**src/rtl/cc_writeback_unit.sv**
```systemverilog
// Registered write-back stage: accepts one request at a time, sources data from the
// ALU or from memory (with timeout), and issues a one-cycle active-low load/clear strobe.
module cc_writeback_unit #(
  parameter int                        DATAWIDTH_BUS  = 32,
  parameter int                        DATAWIDTH_ADDR = 6,
  parameter int                        NUM_REGS       = 14,
  parameter logic [DATAWIDTH_ADDR-1:0] REG_BASE       = 6'd2,
  parameter int                        MEM_TIMEOUT    = 15
) (
  input  logic                      CC_WRITEBACK_UNIT_CLOCK_50,
  input  logic                      CC_WRITEBACK_UNIT_RESET_InHigh,
  input  logic                      CC_WRITEBACK_UNIT_Req_In,
  input  logic [1:0]                CC_WRITEBACK_UNIT_Op_In,
  input  logic                      CC_WRITEBACK_UNIT_Select_In,
  input  logic [DATAWIDTH_ADDR-2:0] CC_WRITEBACK_UNIT_ScratchpadSelection_InBus,
  input  logic [DATAWIDTH_ADDR-1:0] CC_WRITEBACK_UNIT_MIRSelection_InBus,
  input  logic [DATAWIDTH_BUS-1:0]  CC_WRITEBACK_UNIT_ALU_data_InBus,
  input  logic [DATAWIDTH_BUS-1:0]  CC_WRITEBACK_UNIT_Memory_data_InBus,
  input  logic                      CC_WRITEBACK_UNIT_MemValid_In,
  output logic                      CC_WRITEBACK_UNIT_MemRead_Out,
  output logic [DATAWIDTH_BUS-1:0]  CC_WRITEBACK_UNIT_data_OutBus,
  output logic [NUM_REGS-1:0]       CC_WRITEBACK_UNIT_Load_OutBus,
  output logic [NUM_REGS-1:0]       CC_WRITEBACK_UNIT_Clear_OutBus,
  output logic                      CC_WRITEBACK_UNIT_Busy_Out,
  output logic                      CC_WRITEBACK_UNIT_Error_Out
);

  localparam int         ADDR_EXT_W   = DATAWIDTH_ADDR + 1;
  localparam logic [7:0] TIMEOUT_LAST = 8'(MEM_TIMEOUT - 1);

  typedef enum logic [1:0] {S_IDLE, S_WAIT_MEM, S_WRITE, S_CLEAR} state_e;
  typedef enum logic [1:0] {OP_ALU = 2'b00, OP_MEM = 2'b01, OP_CLR = 2'b10, OP_RSV = 2'b11} op_e;

  state_e                     state_q, state_d;
  logic [7:0]                 cnt_q, cnt_d;
  logic [NUM_REGS-1:0]        onehot_q, onehot_d;
  logic [DATAWIDTH_BUS-1:0]   data_q, data_d;
  logic [NUM_REGS-1:0]        load_q, load_d;
  logic [NUM_REGS-1:0]        clear_q, clear_d;
  logic                       busy_q, busy_d;
  logic                       memrd_q, memrd_d;
  logic                       err_q, err_d;

  logic [DATAWIDTH_ADDR-1:0]  req_addr;
  logic [ADDR_EXT_W-1:0]      req_addr_ext;
  logic [NUM_REGS-1:0]        req_onehot;
  logic                       req_valid;
  op_e                        req_op;

  // Decode at one extra bit so REG_BASE+i can never wrap onto a low address.
  always_comb begin
    req_addr     = CC_WRITEBACK_UNIT_Select_In ? CC_WRITEBACK_UNIT_MIRSelection_InBus
                                               : {1'b0, CC_WRITEBACK_UNIT_ScratchpadSelection_InBus};
    req_addr_ext = {1'b0, req_addr};
    req_onehot   = '0;
    for (int i = 0; i < NUM_REGS; i++) begin
      req_onehot[i] = (req_addr_ext == ADDR_EXT_W'(int'(REG_BASE) + i));
    end
  end

  assign req_valid = |req_onehot;
  assign req_op    = op_e'(CC_WRITEBACK_UNIT_Op_In);

  // NOTE: every signal assigned here gets a default first, so no path can infer a latch.
  always_comb begin
    state_d  = state_q;
    cnt_d    = cnt_q;
    onehot_d = onehot_q;
    data_d   = data_q;
    err_d    = 1'b0;

    unique case (state_q)
      S_IDLE: begin
        if (CC_WRITEBACK_UNIT_Req_In) begin
          onehot_d = req_onehot;
          if (req_op == OP_RSV || !req_valid) begin
            err_d = 1'b1;
          end else begin
            unique case (req_op)
              OP_ALU: begin
                state_d = S_WRITE;
                data_d  = CC_WRITEBACK_UNIT_ALU_data_InBus;
              end
              OP_MEM: begin
                state_d = S_WAIT_MEM;
                cnt_d   = '0;
              end
              OP_CLR:  state_d = S_CLEAR;
              default: state_d = S_IDLE;
            endcase
          end
        end
      end
      S_WAIT_MEM: begin
        cnt_d = cnt_q + 8'd1;
        // Valid data on the final count cycle takes priority over the timeout.
        if (CC_WRITEBACK_UNIT_MemValid_In) begin
          data_d  = CC_WRITEBACK_UNIT_Memory_data_InBus;
          state_d = S_WRITE;
        end else if (cnt_q == TIMEOUT_LAST) begin
          err_d   = 1'b1;
          state_d = S_IDLE;
        end
      end
      S_WRITE: state_d = S_IDLE;
      S_CLEAR: state_d = S_IDLE;
      default: state_d = S_IDLE;
    endcase

    // Outputs are decoded from the next state so they line up with it once registered.
    load_d  = (state_d == S_WRITE) ? ~onehot_d : '1;
    clear_d = (state_d == S_CLEAR) ? ~onehot_d : '1;
    busy_d  = (state_d != S_IDLE);
    memrd_d = (state_d == S_WAIT_MEM);
  end

  // NOTE: sequential state uses non-blocking assignments so all registers update together.
  always_ff @(posedge CC_WRITEBACK_UNIT_CLOCK_50 or posedge CC_WRITEBACK_UNIT_RESET_InHigh) begin
    if (CC_WRITEBACK_UNIT_RESET_InHigh) begin
      state_q  <= S_IDLE;
      cnt_q    <= '0;
      onehot_q <= '0;
      data_q   <= '0;
      load_q   <= '1;
      clear_q  <= '1;
      busy_q   <= 1'b0;
      memrd_q  <= 1'b0;
      err_q    <= 1'b0;
    end else begin
      state_q  <= state_d;
      cnt_q    <= cnt_d;
      onehot_q <= onehot_d;
      data_q   <= data_d;
      load_q   <= load_d;
      clear_q  <= clear_d;
      busy_q   <= busy_d;
      memrd_q  <= memrd_d;
      err_q    <= err_d;
    end
  end

  assign CC_WRITEBACK_UNIT_MemRead_Out  = memrd_q;
  assign CC_WRITEBACK_UNIT_data_OutBus  = data_q;
  assign CC_WRITEBACK_UNIT_Load_OutBus  = load_q;
  assign CC_WRITEBACK_UNIT_Clear_OutBus = clear_q;
  assign CC_WRITEBACK_UNIT_Busy_Out     = busy_q;
  assign CC_WRITEBACK_UNIT_Error_Out    = err_q;

endmodule

```
**config.mk**
```make
export PLATFORM = sky130hd
export DESIGN_NAME = cc_writeback_unit
export DESIGN_NICKNAME = d
export VERILOG_FILES = /design/src/rtl/cc_writeback_unit.sv
export SDC_FILE = /design/constraint.sdc
export NUM_CORES = 1
export LEC_CHECK = 0
export ABC_AREA = 0
export CAP_MARGIN = 30
export CORE_MARGIN = 1.5
export CORE_UTILIZATION = 41
export CTS_CLUSTER_SIZE = 10
export DETAILED_ROUTE_END_ITERATION = 16
export PLACE_DENSITY = 0.77
export SYNTH_ARGS = -nofsm -noshare
export SYNTH_HDL_FRONTEND = slang
export SYNTH_SLANG_ARGS = --single-unit
```
**constraint.sdc**
```tcl
create_clock -name CC_WRITEBACK_UNIT_CLOCK_50 -period 2.77 [get_ports CC_WRITEBACK_UNIT_CLOCK_50]
set_input_delay 0.4155 -clock CC_WRITEBACK_UNIT_CLOCK_50 [delete_from_list [all_inputs] [get_ports CC_WRITEBACK_UNIT_CLOCK_50]]
set_output_delay 0.4155 -clock CC_WRITEBACK_UNIT_CLOCK_50 [all_outputs]
set_load 0.005 [all_outputs]
```
# ---- Word level (Yosys, flattened, before mapping)
# Index checks and enable logic that the tools add are counted.
# Widths: inputs -> output; s select.
dict set report classes {
  eq_ne 29
  bitwise 1
  n_addsub 1
  n_reduce_logical 10
  muxes 25
}
# op count
set ops {}
lappend ops {{$mux 32} 4}
lappend ops {{$pmux 32 s2} 1}
lappend ops {{$mux 14} 4}
lappend ops {{$eq 6x4->1 const B} 8}
lappend ops {{$eq 6x3->1 const B} 4}
lappend ops {{$mux 8} 3}
lappend ops {{$pmux 8 s2} 1}
lappend ops {{$not 14->14} 1}
lappend ops {{$reduce_or 14->1} 1}
lappend ops {{$eq 2x2->1 const B} 6}
lappend ops {{$eq 6x2->1 const B} 2}
lappend ops {{$pmux 2 s3} 2}
lappend ops {{$add 8x1->8 const B} 1}
lappend ops {{$eq 8x4->1 const B} 1}
lappend ops {{$mux 2} 4}
lappend ops {{$eq 2x1->1 const B} 3}
lappend ops {{$mux 6} 1}
lappend ops {{$ne 2x2->1 const B} 3}
lappend ops {{$reduce_and 5->1} 1}
lappend ops {{$logic_not 2->1} 2}
lappend ops {{$mux 1} 4}
lappend ops {{$ne 2x1->1 const B} 2}
lappend ops {{$reduce_and 4->1} 1}
lappend ops {{$reduce_bool 2->1} 2}
lappend ops {{4 further kinds} 4}
dict set report word_totals {
  reg_bits 87
  out_inout_bits 63
  inputBits 82
  wordCells 75
}

# ---- Logic depth before layout (Yosys ltp)
# Gate-level depths: netlist (run 1).
dict set report depth {
  depth_word 10
  mapped_depth 7
  mapped_depth_nobuf 6
}

# ---- Worst setup path after synthesis (run 1)
# OpenSTA, ideal clock, no wires.
dict set report synth_path {
  path_kind {input-to-reg}
  startpoint {input port CC_WRITEBACK_UNIT_Op_In[0]}
  endpoint {register data_q[0] (netlist: CC_WRITEBACK_UNIT_data_OutBus[0])}
  setup_ns 0.125
  path_slack_ns 0.849
  path_stages 6
  path_buffers 1
  t_required_ns 2.645
  arrival_time_ns 1.796
  cell_sequence {ha_1 -> nor4b_1 -> nor2_2 -> o21ai_4 -> buf_6 -> mux2_4}
}
dict set report synth_between {
  elab_chain_cells 4
  word_cells_on_any_way 6
  classes_between {eq/ne (3); reduce/logical (3)}
}
# item line
set synth_lines {}
lappend synth_lines {{start: declaration} 13} ;# input logic [1:0] CC_WRITEBACK_UNIT_Op_In,
lappend synth_lines {{$eq 2x2->1} 76} ;# if (req_op == OP_RSV || !req_valid) begin
lappend synth_lines {{$logic_or 1x1->1} 76}
lappend synth_lines {{$ne 2x2->1 (no line)} -}
lappend synth_lines {{$reduce_and 5->1 (no line) (*)} -}
lappend synth_lines {{end signal: assignment} 133} ;# data_q <= data_d;
lappend synth_lines {{end: declaration} 37} ;# logic [DATAWIDTH_BUS-1:0] data_q, data_d;
# Mark *: on every way between the ends. The rest lies on a longest branch, timed or not.
# A chain may end at the register's enable or synchronous reset.

# ---- Final worst setup path (run 1)
dict set report layout_path {
  startpoint {input port CC_WRITEBACK_UNIT_Select_In}
  endpoint {register load_q[9] (netlist: CC_WRITEBACK_UNIT_Load_OutBus[9])}
}
dict set report layout_between {
  word_cells_on_any_way 26
  classes_between {eq/ne (15); mux (7); bitwise (1); reduce/logical (3)}
}
# item line
set layout_lines {}
lappend layout_lines {{start: declaration} 14} ;# input logic CC_WRITEBACK_UNIT_Select_In,
lappend layout_lines {{$mux 6} 52} ;# req_addr = CC_WRITEBACK_UNIT_Select_In ? CC_WRITEBACK_UNIT_MIRSelection_InBus
lappend layout_lines {{$eq 6x4->1} 57} ;# req_onehot[i] = (req_addr_ext == ADDR_EXT_W'(int'(REG_BASE) + i));
lappend layout_lines {{$mux 14} 74} ;# if (CC_WRITEBACK_UNIT_Req_In) begin
lappend layout_lines {{$mux 14} 72} ;# unique case (state_q)
lappend layout_lines {{net onehot_d[9]} 36} ;# logic [NUM_REGS-1:0] onehot_q, onehot_d;
lappend layout_lines {{$not 14->14} 111} ;# load_d = (state_d == S_WRITE) ? ~onehot_d : '1;
lappend layout_lines {{$mux 14} 111}
lappend layout_lines {{net load_d[9]} 38} ;# logic [NUM_REGS-1:0] load_q, load_d;
lappend layout_lines {{end signal: assignment} 134} ;# load_q <= load_d;
lappend layout_lines {{end: declaration} 38}
# The timed path passes the listed nets, and every way through them passes these cells.

==> results of run 1 <==
[worst paths after layout]
path / start / to / slack, ps / cells after the start
min in group CC_WRITEBACK_UNIT_CLOCK_50: cnt_q[7] / cnt_q[7] / 500 / 1
setup reg to reg: state_q[0] / cnt_q[6] / 770 / 5
setup / recovery: CC_WRITEBACK_UNIT_Select_In / CC_WRITEBACK_UNIT_Load_OutBus[9] / 650 / 6
hold / removal: CC_WRITEBACK_UNIT_RESET_InHigh / CC_WRITEBACK_UNIT_data_OutBus[20] / 430 / 2
max in group asynchronous: CC_WRITEBACK_UNIT_RESET_InHigh / CC_WRITEBACK_UNIT_Load_OutBus[10] / 1630 / 3
hold reg to reg: cnt_q[7] / cnt_q[7] / 500 / 1
[routing by layer]
layer,vias up,wire (um),part of all wire (%)
met5,-,0,0
met4,0,117,1.2
met3,11,773,7.6
met2,128,4710,46
met1,1598,4540,45
li1,1604,-,-
[state kept, by name, indices dropped and copies added, names as in the netlist, 2 cells and up]
name,flops
CC_WRITEBACK_UNIT_data_OutBus,32
CC_WRITEBACK_UNIT_Clear_OutBus,14
CC_WRITEBACK_UNIT_Load_OutBus,14
onehot_q,14
cnt_q,8
state_q,2
[cells by family after synthesis]
family          synth area share [%]
compound gates                  7.52
xor+xnor                       0.212
fa+ha+maj                       1.81
buf+inv                         3.38
flops                           53.4
mux                             12.2
simple gates                    21.5
[metrics by stage]
| step | hold WS, ps | utilization (%) |
|---|---|---|
| 6_report | 431 | 61.0 |
| 2_1_floorplan | 447 | - |
| 5_1_grt | 480 | 61.0 |
| 3_3_place_gp | 469 | 58.8 |
| 4_1_cts | 439 | 61.0 |
| 3_5_place_dp | 484 | 58.8 |
[synth_stat cells (2+ instances only)]
library cell | count | area share, %
a21oi_1 | 6 | 0.73
a22o_1 | 4 | 0.85
and3_1 | 2 | 0.30
and3b_1 | 2 | 0.42
buf_1 | 4 | 0.36
buf_2 | 7 | 0.85
buf_4 | 2 | 0.36
buf_6 | 4 | 1.1
clkbuf_1 | 3 | 0.27
dfrtp_1 | 59 | 36
dfstp_2 | 28 | 18
ha_1 | 6 | 1.8
inv_1 | 4 | 0.36
mux2_2 | 3 | 0.82
mux2_4 | 30 | 11
mux2i_1 | 2 | 0.48
nand2_1 | 113 | 10
nand2b_1 | 3 | 0.45
nand3_1 | 29 | 3.5
nand3b_1 | 2 | 0.36
nand4_1 | 4 | 0.60
nand4_2 | 2 | 0.60
nor2_1 | 3 | 0.27
nor2b_1 | 2 | 0.30
nor3_1 | 5 | 0.60
nor3b_1 | 3 | 0.54
nor4b_1 | 2 | 0.42
o21ai_0 | 20 | 2.4
o21ai_1 | 2 | 0.24
o311ai_0 | 3 | 0.63
o31ai_1 | 2 | 0.36
o31ai_2 | 3 | 0.91
or3_1 | 2 | 0.30
or3b_2 | 2 | 0.42
[layout make-up]
cell class	count	area [um2]
Fill cell	800	3810
Sequential cell	87	2210
Multi-Input combinational cell	271	1800
Timing Repair Buffer	153	1550
Tap cell	133	166
Clock buffer	9	124
Clock inverter	7	91.3
Inverter	5	20.0
[power groups by stage]
stage               Clock [mW]  Sequential, mW  Combinational (mW)
floorplan                    0            1.77               0.589
global placement             0            1.77                1.31
detailed placement           0            1.77                1.35
CTS                      0.955            1.76                1.35
global route              1.01            1.80                1.44
finish                   0.933            1.75                1.34
==> flow_summary_export.csv, run 1 <==
group,metric,value,unit
run_status,outcome,"finished clean",
clock_network,cts_setup_buffers,0,
synth,synth_area,4140,um2
power,pwr-share-clk,23.2,%
timing,slew_headroom,60.4,%
place,gp_congestion,0.815,
synth,synth_cells,383,
global_routing,grt_antenna_before_repair,0,
timing,layout_setup_ws,648,ps
global_routing,grt.busiest_layer,"met2",
clock_network,clkTransAtPathRegs,100,ps
power,p_int,2.91,mW
timing,setup_violations,0,
synth,synth_nets,471,
timing,finalHoldViolCount,0,
setup_path,worstPathArrival,2400,ps
clock_network,cts_root_buf,"clkbuf_8",
global_routing,grt_util_met1,25.8,%
synth,ys_types,49,
clock_network,cts_resized,0,
routing,postRouteAntennaNets,0,
place,dp_hpwl,7.42,mm
setup_path,slowest_stage,"clkdlybuf4s50_1",
clock_network,cts_buffers,9,
routing,initialDrtViolationCount,189,
setup_path,cp_common_cell,"o21ai_0",
global_routing,grt_util_met2,31.7,%
timing,final.period_utilization,76.6,%
power,ir_drop,0.347,mV
routing,drcViolationCount,0,
floorplanning,rows,36,
global_routing,grt_max_degree,56,
floorplanning,io_pins,145,
power,seqPwrFrac,43.6,%
synth,avgSynthCellArea,10.8,um2
floorplanning,initial_core_util,42.4,%
synth,postSynth.asyncResetShare,100,%
power,switching_share,27.8,%
min_path,holdCritPathClass,"in -> async",
floorplanning,die_x,104,um
routing,num_vias,3341,
timing,max_freq,0.471,GHz
clock_network,cts-hold-fix-buffers,0,
power,power,4.03,mW
setup_path,cpPeakStageDelay,560,ps
setup_path,cpLargestDelayFamily,"buffers and inverters",
power,netSwitchingPower,1.12,mW
setup_path,path_cells,"clkdlybuf4s50_1 -> buf_4 -> nor4bb_1 -> o21ai_0 -> o21ai_0 -> nand3_1",
synth,synth_warnings,0,
timing,clock-skew-final,12.3,ps
layout,fin_area,5960,um2
layout,area_growth,43.9,%
floorplanning,die_area,10700,um2
clock_network,cts_sinks,87,
layout,fin_nets,615,
routing,viasPerCell,5.02,
setup_path,setup.worst_path.class,"in -> reg",
timing,worstMarginPinSlew,594,ps
setup_path,path_buf_inv,2,
synth,ys.flop_type,"dfrtp_1",
layout,final_common_cell,"clkdlybuf4s50_1",
layout,final_cell_mix,"clkdlybuf4s50_1 (144), nand2_1 (113), dfrtp_1 (59), mux2_4 (30), nand3_1 (29)",
job,max-cap-violations,0,
setup_path,cp-end-kind,"register",
timing,tns,0,ps
global_routing,grt_usage,19.9,%
place,io_buffers,144,
routing,routed_wl,10.1,mm
global_routing,grt_overflow,0,
place,place_ws,289,ps
synth,seq_area_frac_synth,53.4,%
layout,diodes,0,
routing,drt_first_pass_iters,4,
clock_network,cts-htree-levels,3,
synth,synth-edff-count,0,
clock_network,clkLatencyLatePin,350,ps
power,pwr-share-comb,33.2,%
clock_network,cts_tree,"built",
timing,rsz0062_at_grt,"no",
setup_path,critPathLaunchType,"primary input",
layout,final-instance-count-excl-fill,665,
setup_path,cp_max_fo,16,
global_routing,grt_pass1_vias,3473,
layout,drive_above_1_share,19.5,%
floorplanning,core_region_area,9770,um2
place,place_area,5750,um2
floorplanning,die_h,104,um
routing,avgRoutedWirePerCell,15.3,um
power,p_per_area,675,nW/um2
timing,drv_slew,0,
setup_path,cp_data_required_time,3050,ps
global_routing,grt_pass1_wl,17.3,mm
timing,min_period,2120,ps
power,power_leakage,2.56,nW
clock_network,cts_buffer_depth,2,
synth,ys_ff_latch,87,
place,placedCellCount,649,
global_routing,grtUsageMet3,6.04,%
No activity file was read; power rests on OpenSTA's default activity.
==> run 2: changes to the inputs <==
clock period = 1.9 ns   (was 2.77 ns; I/O delays follow)
==> run 2 against run 1 <==
Worst setup slack got worse by 640 ps. Sequential power up 46%. Critical path depth increased by 1. Global-route usage rose by 0.69 points. Via count up 4.2%. Total power rose by 45%. Clock skew is essentially flat. Core utilization rose by 4.0 points. Critical endpoint is now CC_WRITEBACK_UNIT_data_OutBus[10]. Largest cell class unchanged. Largest power group unchanged.
==> flow_summary_export.csv, run 2 (synthesized netlist as in run 1, its figures left out) <==
group,metric,value,unit
floorplanning,io_pins,145,
global_routing,grt_overflow,0,
timing,finalHoldViolCount,0,
floorplanning,die_h,104,um
setup_path,cpPeakStageDelay,570,ps
setup_path,reg2reg_depth,6,
routing,avgRoutedWirePerCell,15.8,um
power,power_leakage,2.77,nW
global_routing,grt_pass1_wl,17.7,mm
power,p_int,4.18,mW
timing,drv_slew,0,
place,place_ws,-461,ps
timing,min_period,1890,ps
layout,drive_above_1_share,25.2,%
power,netSwitchingPower,1.65,mW
setup_path,slowest_stage,"or4b_4",
floorplanning,rows,36,
setup_path,critPathLaunchType,"primary input",
clock_network,cts-htree-levels,3,
routing,initialDrtViolationCount,346,
min_path,holdCritPathClass,"in -> async",
setup_path,path_cells,"clkdlybuf4s50_1 -> or4b_4 -> nand4_2 -> o21ai_4 -> buf_12 -> clkbuf_16 -> mux2_4",
global_routing,grt_usage,20.6,%
routing,drcViolationCount,0,
layout,diodes,0,
power,seqPwrFrac,44.0,%
layout,area_growth,53.4,%
power,p_per_area,918,nW/um2
global_routing,grt_antenna_before_repair,0,
layout,multi_input_area,1830,um2
timing,layout_setup_ws,12.4,ps
timing,setup_violations,0,
timing,final.period_utilization,99.3,%
routing,drt_first_pass_iters,4,
layout,fin_nets,650,
timing,max_freq,0.530,GHz
global_routing,grt_pass1_vias,3509,
clock_network,cts_tree,"built",
timing,worstMarginPinSlew,496,ps
routing,routed_wl,11.1,mm
setup_path,worstPathArrival,2130,ps
clock_network,cts_sinks,87,
setup_path,setup.worst_path.class,"in -> reg",
layout,fin_area,6350,um2
clock_network,clkTransAtPathRegs,100,ps
layout,largest_reg_flops,32,
layout,fillers,749,
routing,postRouteAntennaNets,0,
power,power,5.83,mW
routing,num_vias,3480,
timing,slew_headroom,66.6,%
layout,final_common_cell,"clkdlybuf4s50_1",
clock_network,cts_root_buf,"clkbuf_8",
routing,viasPerCell,4.97,
floorplanning,initial_core_util,42.4,%
job,max-cap-violations,0,
setup_path,rrSetupSlack,80,ps
setup_path,cp_data_required_time,2140,ps
layout,final_cell_mix,"clkdlybuf4s50_1 (143), nand2_1 (113), dfrtp_1 (58), buf_4 (31), mux2_4 (30)",
layout,regArea,2210,um2
floorplanning,core_region_area,9770,um2
floorplanning,die_x,104,um
clock_network,cts_buffers,9,
clock_network,cts_buffer_depth,2,
clock_network,clkLatencyLatePin,360,ps
global_routing,grt_max_degree,65,
place,dp_hpwl,7.55,mm
place,place_area,5980,um2
power,pwr-share-comb,35.7,%
place,placedCellCount,677,
floorplanning,die_area,10700,um2
setup_path,r2r-end,"CC_WRITEBACK_UNIT_data_OutBus[10]",
timing,holdWs,380,ps
power,switching_share,28.3,%
setup_path,r2r_start,"state_q[1]",
power,ir_drop,0.382,mV
clock_network,cts-hold-fix-buffers,0,
setup_path,cp-end-kind,"register",
run_status,outcome,"finished clean",
power,pwr-share-clk,20.3,%
timing,clock-skew-final,12.6,ps
setup_path,cp_max_fo,8,
place,io_buffers,144,
layout,final-instance-count-excl-fill,700,
place,gp_congestion,0.829,
-- run 2: worst max path at each step --
stage,start,end,slack [ps],cells after the start
2_1_floorplan,CC_WRITEBACK_UNIT_Op_In[0],CC_WRITEBACK_UNIT_data_OutBus[0],110,6
3_3_place_gp,CC_WRITEBACK_UNIT_Op_In[0],CC_WRITEBACK_UNIT_data_OutBus[30],-400,7
3_5_place_dp,CC_WRITEBACK_UNIT_Select_In,CC_WRITEBACK_UNIT_Load_OutBus[1],-460,6
4_1_cts,CC_WRITEBACK_UNIT_Op_In[0],CC_WRITEBACK_UNIT_data_OutBus[31],4,7
5_1_grt,state_q[1],CC_WRITEBACK_UNIT_Load_OutBus[1],-2,8
6_report,CC_WRITEBACK_UNIT_MIRSelection_InBus[1],CC_WRITEBACK_UNIT_data_OutBus[10],10,7
-- run 2: timing repair --
action,4_1_cts,5_1_grt
gates resized for setup,4,6
buffers inserted,0,2
endpoints found under the hold margin,0,0
pin swaps,0,3
setup endpoints to repair,39,47
gates cloned,1,4
-- run 2: layer usage --
| metal | track usage (%) | vias to the layer above | share of wire, % |
|---|---|---|---|
| met4 | 6.25 | 0 | 1.1 |
| met3 | 5.41 | 11 | 6.3 |
| met5 | 0 | - | 0 |
| met1 | 25.7 | 1664 | 43 |
| li1 | - | 1674 | - |
| met2 | 35.0 | 131 | 50 |
-- run 2: power groups by stage --
stage          Combinational, mW  Sequential [mW]  Clock (mW)
2_1_floorplan              0.859             2.58           0
3_3_place_gp                1.96             2.58           0
3_5_place_dp                2.03             2.59           0
4_1_cts                     2.05             2.56        1.22
5_1_grt                     2.23             2.62        1.30
6_report                    2.08             2.56        1.19
-- run 2: final cells by class --
type                       instances  area share, %
sequential                        87           34.8
inverter                           5          0.355
tap                              133           2.62
multi-input combinational        271           28.8
timing repair buffer             188           30.6
clock inverter                     6          0.788
clock buffer                      10           2.01
-- run 2: worst max-delay path, delay by kind of cell --
family	cells	cell delay [ps]
AO/OA/AOI/OAI	1	80
buffers and inverters	3	750
multiplexers	1	300
AND/OR/NAND/NOR	2	710
-- run 2: through the flow --
stage,utilization (%),setup TNS [ps]
2_1_floorplan,-,0
5_1_grt,65.0,-2.48
6_report,65.0,0
3_3_place_gp,61.2,-25230
3_5_place_dp,61.2,-29810
4_1_cts,63.4,0
==> run 3: changes to the inputs <==
CAP_MARGIN = 20   (was 30)
CTS_BUF_LIST = sky130_fd_sc_hd__clkbuf_8 sky130_fd_sc_hd__clkbuf_16   (was unset)
MAX_ROUTING_LAYER = met4   (was unset)
==> run 3 against run 2 <==
Sequential share of layout area stayed put. First-iteration DRC count is 21% lower. Clock power hardly changed. Routed wire length is 0.11% higher. Global-route usage is 0.59 points higher.
==> flow_summary_export.csv, run 3 (synthesized netlist as in run 1, its figures left out) <==
group,metric,value,unit
floorplanning,die_h,104,um
setup_path,cp_data_required_time,2140,ps
place,io_buffers,144,
layout,final-instance-count-excl-fill,700,
layout,drive_above_1_share,25.2,%
timing,setup_violations,0,
clock_network,cts-hold-fix-buffers,0,
global_routing,grt_max_degree,65,
floorplanning,die_area,10700,um2
timing,slew_headroom,66.5,%
clock_network,cts_sinks,87,
timing,min_period,1890,ps
power,p_per_area,916,nW/um2
timing,holdWs,384,ps
layout,final_cell_mix,"clkdlybuf4s50_1 (143), nand2_1 (113), dfrtp_1 (58), buf_4 (31), mux2_4 (30)",
setup_path,rrSetupSlack,80,ps
global_routing,grt_usage,21.1,%
setup_path,setup.worst_path.class,"in -> reg",
timing,clock-skew-final,11.6,ps
job,max-cap-violations,0,
layout,largest_reg_flops,32,
timing,drv_slew,0,
global_routing,grt_antenna_before_repair,0,
floorplanning,initial_core_util,42.4,%
routing,avgRoutedWirePerCell,15.8,um
timing,worstMarginPinSlew,497,ps
routing,drcViolationCount,0,
routing,drt_first_pass_iters,4,
setup_path,cp-end-kind,"register",
setup_path,worstPathArrival,2130,ps
setup_path,critPathLaunchType,"primary input",
place,placedCellCount,677,
place,gp_congestion,0.842,
clock_network,cts-htree-levels,3,
power,power,5.82,mW
floorplanning,rows,36,
run_status,outcome,"finished clean",
min_path,holdCritPathClass,"in -> async",
routing,postRouteAntennaNets,0,
timing,final.period_utilization,99.6,%
floorplanning,io_pins,145,
clock_network,cts_tree,"built",
global_routing,grt_pass1_wl,17.8,mm
power,power_leakage,2.77,nW
setup_path,cp_max_fo,8,
routing,viasPerCell,5.02,
routing,initialDrtViolationCount,274,
clock_network,clkTransAtPathRegs,90,ps
clock_network,cts_buffers,9,
floorplanning,die_x,104,um
global_routing,grt_overflow,0,
layout,final_common_cell,"clkdlybuf4s50_1",
timing,max_freq,0.528,GHz
floorplanning,core_region_area,9770,um2
clock_network,clkLatencyLatePin,350,ps
timing,rsz0062_at_grt,"yes",
layout,diodes,0,
global_routing,grt_pass1_vias,3517,
routing,num_vias,3513,
timing,finalHoldViolCount,0,
routing,routed_wl,11.1,mm
clock_network,cts_root_buf,"clkbuf_8",
clock_network,cts_buffer_depth,2,
layout,fin_nets,650,
power,ir_drop,0.379,mV
layout,area_growth,53.4,%
place,dp_hpwl,7.55,mm
-- run 3: critical path, stage by stage --
cell and delay [ps]:
clkdlybuf4s50_1 440, or4b_4 570, nand4_2 140, o21ai_4 80, buf_12 150, clkbuf_16 170, mux2_4 300
-- run 3: timing repair --
action,4_1_cts,5_1_grt
pin swaps,0,3
setup buffers,0,2
endpoints found under the setup margin,39,49
gates resized for setup,4,6
cloned,1,4
-- run 3: worst paths after layout --
check | from | to | cells past startpoint
max in group asynchronous | CC_WRITEBACK_UNIT_RESET_InHigh | CC_WRITEBACK_UNIT_Load_OutBus[1] | 3
min in group CC_WRITEBACK_UNIT_CLOCK_50 | cnt_q[7] | cnt_q[7] | 1
hold reg to reg | cnt_q[7] | cnt_q[7] | 1
setup / recovery | CC_WRITEBACK_UNIT_MIRSelection_InBus[1] | CC_WRITEBACK_UNIT_data_OutBus[10] | 7
hold / removal | CC_WRITEBACK_UNIT_RESET_InHigh | CC_WRITEBACK_UNIT_MemRead_Out | 3
setup reg to reg | state_q[1] | CC_WRITEBACK_UNIT_data_OutBus[30] | 6
-- run 3: routing by layer --
metal	track usage (%)	wire, um	vias up
li1	-	-	1676
met1	26.0	4770	1693
met2	35.0	5550	138
met3	4.91	658	6
met4	6.25	87	0
met5	-	0	-
-- run 3: where the power goes --
group	leakage, nW	switching (mW)	internal (mW)
Clock	0.0933	0.684	0.489
Sequential	1.04	0.283	2.28
Combinational	1.63	0.678	1.40
-- run 3: area by class of cell --
class / instances / area [um2]
Sequential cell: 87 / 2210
Tap cell: 133 / 166
Timing Repair Buffer: 188 / 1940
Fill cell: 749 / 3420
Inverter: 5 / 22.5
Clock buffer: 9 / 124
Multi-Input combinational cell: 271 / 1830
Clock inverter: 7 / 53.8
-- run 3: through the flow --
step	setup slack, ps	utilization, %	TNS (ps)	cell area (um2)
CTS	3.88	63.4	0	6200
global route	-2.63	65.0	-5.04	6350
floorplan	110	-	0	4150
finish	7.70	65.0	0	6350
detailed placement	-461	61.2	-29810	5980
global placement	-405	61.2	-25230	5980
